### src/rtl/sprite_scheduler.sv
// sprite_scheduler: walks a double-buffered sprite table once per frame and
// launches one blit per enabled entry, waiting for each completion in turn.
`timescale 1ns/1ps
`default_nettype none

module sprite_scheduler #(
  parameter int NUM_SPRITES = 8,
  parameter int IDX_W       = $clog2(NUM_SPRITES)
) (
  input  logic              Clk,
  input  logic              Reset,
  input  logic              frame_start,
  input  logic              tbl_we,
  input  logic [IDX_W-1:0]  tbl_index,
  input  logic              tbl_enable,
  input  logic [9:0]        tbl_x,
  input  logic [9:0]        tbl_y,
  input  logic [24:0]       tbl_addr,
  input  logic              wrote_sprite,
  input  logic              overrun_clr,
  output logic              new_sprite,
  output logic [9:0]        sprite_x_pos,
  output logic [9:0]        sprite_y_pos,
  output logic [24:0]       sprite_address,
  output logic              busy,
  output logic              frame_done,
  output logic              overrun,
  output logic [IDX_W:0]    blit_count
);

  typedef enum logic [2:0] {
    IDLE      = 3'd0,
    SCAN      = 3'd1,
    LAUNCH    = 3'd2,
    WAIT_DONE = 3'd3,
    DONE      = 3'd4
  } state_t;

  state_t           state, state_nxt;
  logic [IDX_W-1:0] idx;

  logic             stg_en   [NUM_SPRITES];
  logic [9:0]       stg_x    [NUM_SPRITES];
  logic [9:0]       stg_y    [NUM_SPRITES];
  logic [24:0]      stg_addr [NUM_SPRITES];
  logic             act_en   [NUM_SPRITES];
  logic [9:0]       act_x    [NUM_SPRITES];
  logic [9:0]       act_y    [NUM_SPRITES];
  logic [24:0]      act_addr [NUM_SPRITES];

  logic last;
  logic accept;

  assign last   = (idx == IDX_W'(NUM_SPRITES - 1));
  assign accept = frame_start && (state == IDLE);

  // Non-blocking copy sees the staging contents from before a same-cycle write.
  always_ff @(posedge Clk or posedge Reset) begin
    if (Reset) begin
      for (int i = 0; i < NUM_SPRITES; i++) begin
        stg_en[i]   <= 1'b0;
        stg_x[i]    <= '0;
        stg_y[i]    <= '0;
        stg_addr[i] <= '0;
        act_en[i]   <= 1'b0;
        act_x[i]    <= '0;
        act_y[i]    <= '0;
        act_addr[i] <= '0;
      end
    end else begin
      if (tbl_we) begin
        stg_en[tbl_index]   <= tbl_enable;
        stg_x[tbl_index]    <= tbl_x;
        stg_y[tbl_index]    <= tbl_y;
        stg_addr[tbl_index] <= tbl_addr;
      end
      if (accept) begin
        for (int i = 0; i < NUM_SPRITES; i++) begin
          act_en[i]   <= stg_en[i];
          act_x[i]    <= stg_x[i];
          act_y[i]    <= stg_y[i];
          act_addr[i] <= stg_addr[i];
        end
      end
    end
  end

  always_ff @(posedge Clk or posedge Reset) begin
    if (Reset) state <= IDLE;
    else       state <= state_nxt;
  end

  always_comb begin
    state_nxt  = state;
    new_sprite = 1'b0;
    frame_done = 1'b0;
    busy       = (state != IDLE);
    case (state)
      IDLE:      if (frame_start) state_nxt = SCAN;
      SCAN: begin
        if (act_en[idx]) state_nxt = LAUNCH;
        else if (last)   state_nxt = DONE;
      end
      LAUNCH: begin
        new_sprite = 1'b1;
        state_nxt  = WAIT_DONE;
      end
      WAIT_DONE: if (wrote_sprite) state_nxt = last ? DONE : SCAN;
      DONE: begin
        frame_done = 1'b1;
        state_nxt  = IDLE;
      end
      default:   state_nxt = IDLE;
    endcase
  end

  // Sprite outputs load on the SCAN->LAUNCH transition and hold for the whole blit.
  always_ff @(posedge Clk or posedge Reset) begin
    if (Reset) begin
      idx            <= '0;
      blit_count     <= '0;
      overrun        <= 1'b0;
      sprite_x_pos   <= '0;
      sprite_y_pos   <= '0;
      sprite_address <= '0;
    end else begin
      if (accept) begin
        idx        <= '0;
        blit_count <= '0;
      end else if (state == SCAN && !act_en[idx] && !last) begin
        idx <= idx + 1'b1;
      end else if (state == WAIT_DONE && wrote_sprite) begin
        blit_count <= blit_count + 1'b1;
        if (!last) idx <= idx + 1'b1;
      end

      if (state == SCAN && act_en[idx]) begin
        sprite_x_pos   <= act_x[idx];
        sprite_y_pos   <= act_y[idx];
        sprite_address <= act_addr[idx];
      end

      if (frame_start && state != IDLE) overrun <= 1'b1;
      else if (overrun_clr)             overrun <= 1'b0;
    end
  end

endmodule

`default_nettype wire

### config.mk
export PLATFORM = sky130hd
export DESIGN_NAME = sprite_scheduler
export DESIGN_NICKNAME = d
export VERILOG_FILES = /design/src/rtl/sprite_scheduler.sv
export SDC_FILE = /design/constraint.sdc
export NUM_CORES = 2
export LEC_CHECK = 0
export ABC_AREA = 1
export CAP_MARGIN = 20
export CORE_UTILIZATION = 40
export DETAILED_ROUTE_END_ITERATION = 6
export PLACE_DENSITY_LB_ADDON = 0.05
export SETUP_SLACK_MARGIN = 0.05
export SLEW_MARGIN = 40
export SYNTH_ARGS = -nofsm -noshare
export SYNTH_HDL_FRONTEND = slang
export SYNTH_SLANG_ARGS = --single-unit
### constraint.sdc
create_clock -name Clk -period 44.7 [get_ports Clk]
set_clock_uncertainty 0.1 [all_clocks]
set_input_delay 6.705 -clock Clk [delete_from_list [all_inputs] [get_ports Clk]]
set_output_delay 6.705 -clock Clk [all_outputs]
set_load 0.1 [all_outputs]
==> run metrics <==
P_sw 1008 µW; drt drc 0; number of fill cells 7920; area delta synth->final 13.22%; largest net degree at the start of global routing 132; Crit path top cell by count buf_6; Initial Util 40.32%; core area 0.08042 mm²; HP Class register to register; clk root buf clkbuf_16; final instance area 0.03672 mm²; CP Capture Type register; Synth Register Bits 792; Logic pwr share 31.2%; final-report max-slew violation count 0; gr usage total 21.18%; Initial DRC Count 1844; kind of critical path input port to register; Cell Area, Synth 0.03243 mm²; NumNets Final 3687; Pleak 0.01787 µW; initial antenna violation count 2; Mapped Cells 3634; Post-Place Cell Area 0.03372 mm²; CTS tree yes; Hold WS 0.3631 ns; CP peak stage delay 0.62 ns; Tcrit/Tclk final 21.23%; RSZ-0062 raised after global routing no; startpoint types input port; chip width 286.7 µm; post-route minimum period 9.488 ns; Req. time, crit path 45.07 ns; Mapped Nets 3692; post-route setup TNS 0 ns; vias in the first global route 23910; Initial DRT Pass Iterations 6; sw frac 38.37%; layout cells sized above 1 7.599%; status finished, final reports clean; PortBufs 107; crit path max fanout 131; Worst-Skew Late Latency 0.63 ns; maxcap violations 0; worst rel slew slack 45.61%; final setup fails 0; via count 23650; Max VDD drop 0.05639 mV; Antenna Diode Count 0; Detail Placement HPWL 44830 µm; clock slew at reported path FFs 0.06 ns; Antenna Nets Post-Route 0; CTS resizes 0; clock sink count 792; Seq pwr share 41.1%; CTS Buffer Depth 3; post-layout util 45.66%; # H-tree levels 3; average cell area after synthesis 8.923 µm²; Die ar. 0.08221 mm²; cts bufs inserted 89; # IOs 108; Worst Tran Pin Value 0.8150 ns; vias per cell 4.971; GP Congestion 0.7572; f_max 105.4 MHz; synth warn 0; clock share of power 27.8%; Post CTS Setup Buffer Count 0; Seq/Total Area, Yosys 61.12%; hold_buf cts 0; routed len/inst 17.70 µm; Std-Cell Rows 104; GRT overflow 0; Power Total 2626 µW; final hold viol count 0; Slowest-stage cell, CP clkinv_8; die height 286.7 µm; Routed Wire Length 84230 µm; cells along the critical path clkdlybuf4s50_1 > inv_1 > nor2_4 > buf_6 > clkinv_8 > buf_4 > buf_6 > nand2_1 > o21ai_0; global-route wire length before repair 136300 µm; crit path DAT 9.86 ns; cell internal pwr 1619 µW; synth unique cells 29; P per Cell Area 71.53 mW/mm²
## flip-flops by register name, indices dropped and copies added, names as in the netlist
register        flops
act_x              80
act_addr          200
act_y              80
stg_addr          200
blit_count          4
stg_y              80
sprite_x_pos       10
stg_x              80
sprite_y_pos       10
act_en              8
overrun             1
idx                 3
state               3
stg_en              8
sprite_address     25
## synthesized netlist by cell type, drive strengths merged
master	n	area [µm²]
clkbuf	112	424.2
inv	229	859.6
xor2	1	8.760
nor3	2	10.01
nand3b	1	7.510
nand3	75	375.4
o211ai	62	465.5
nor2	114	435.4
dfrtp	792	19820
nand4	1	6.260
ha	3	37.54
o21ai	718	3612
xnor2	2	17.52
o22ai	1	6.260
buf	129	858.3
a21oi	103	628.1
nand2	1289	4856
## cell type report
class | count | area (µm²) | area share [%]
clock buffers | 142 | 2743 | 7.470
multi-input cells | 2372 | 10530 | 28.68
well taps | 1060 | 1326 | 3.612
flip-flops and latches | 792 | 19830 | 54.00
inverters | 229 | 887.1 | 2.416
clock inverters | 18 | 205.2 | 0.5589
repair buffers | 145 | 1197 | 3.261
## cell families after synthesis
family | synth area share, %
compound gates | 14.53
xor+xnor | 0.08104
fa+ha+maj | 0.1158
buf+inv | 6.606
flops | 61.12
simple gates | 17.55
## final timing paths
kind / startpoint / to / slack (ns) / cells after the start
worst max-delay path: frame_start / act_addr[1] / 35.21 / 9
worst min-delay path: act_x[36] / act_x[36] / 0.36 / 2
worst max register to register: idx[1] / sprite_x_pos[8] / 40.84 / 10
worst min register to register: act_x[36] / act_x[36] / 0.36 / 2
max in group asynchronous: Reset / act_addr[131] / 35.44 / 5
min in group asynchronous: Reset / stg_y[40] / 6.41 / 2
## power by group through the flow
stage	clock network, µW	registers, µW	logic, µW
after global routing	781	1110	926
after global placement	0	1090	833
after detailed placement	0	1090	830
final	729	1080	818
after floorplan	0	1180	537
after CTS	752	1080	832
## worst max-delay path, delay by kind of cell
| kind | cells | cell delay, ns |
|---|---|---|
| simple gates | 2 | 0.24 |
| compound gates | 1 | 0.08 |
| buf+inv | 6 | 2.73 |
## metal layers
layer	vias to the layer above	routed length, µm	track usage (%)
met5	-	0	0
met4	0	1227	4.786
met3	81	3359	2.814
met2	418	39220	34.66
met1	11530	40420	29.93
li1	11630	-	-
## stage by stage
stage | std cells | worst slack, ns
2_1_floorplan | 3634 | 15.66
3_3_place_gp | 4597 | 34.04
3_5_place_dp | 4597 | 34.43
4_1_cts | 4757 | 35.11
5_1_grt | 4758 | 34.80
6_report | 4758 | 35.21
## placed cells by master (no fill, tap or decap), drive strengths merged
master	n
o211ai	62
bufinv	4
clkdlybuf4s50	54
nand3	75
nor2	114
inv	227
buf	91
nand3b	1
xnor2	2
nand4	1
nand2	1289
clkbuf	142
xor2	1
o21ai	718
nor3	2
ha	3
dfrtp	792
o22ai	1
clkinv	16
a21oi	103
Note: power is estimated with default switching activity, not from simulation.
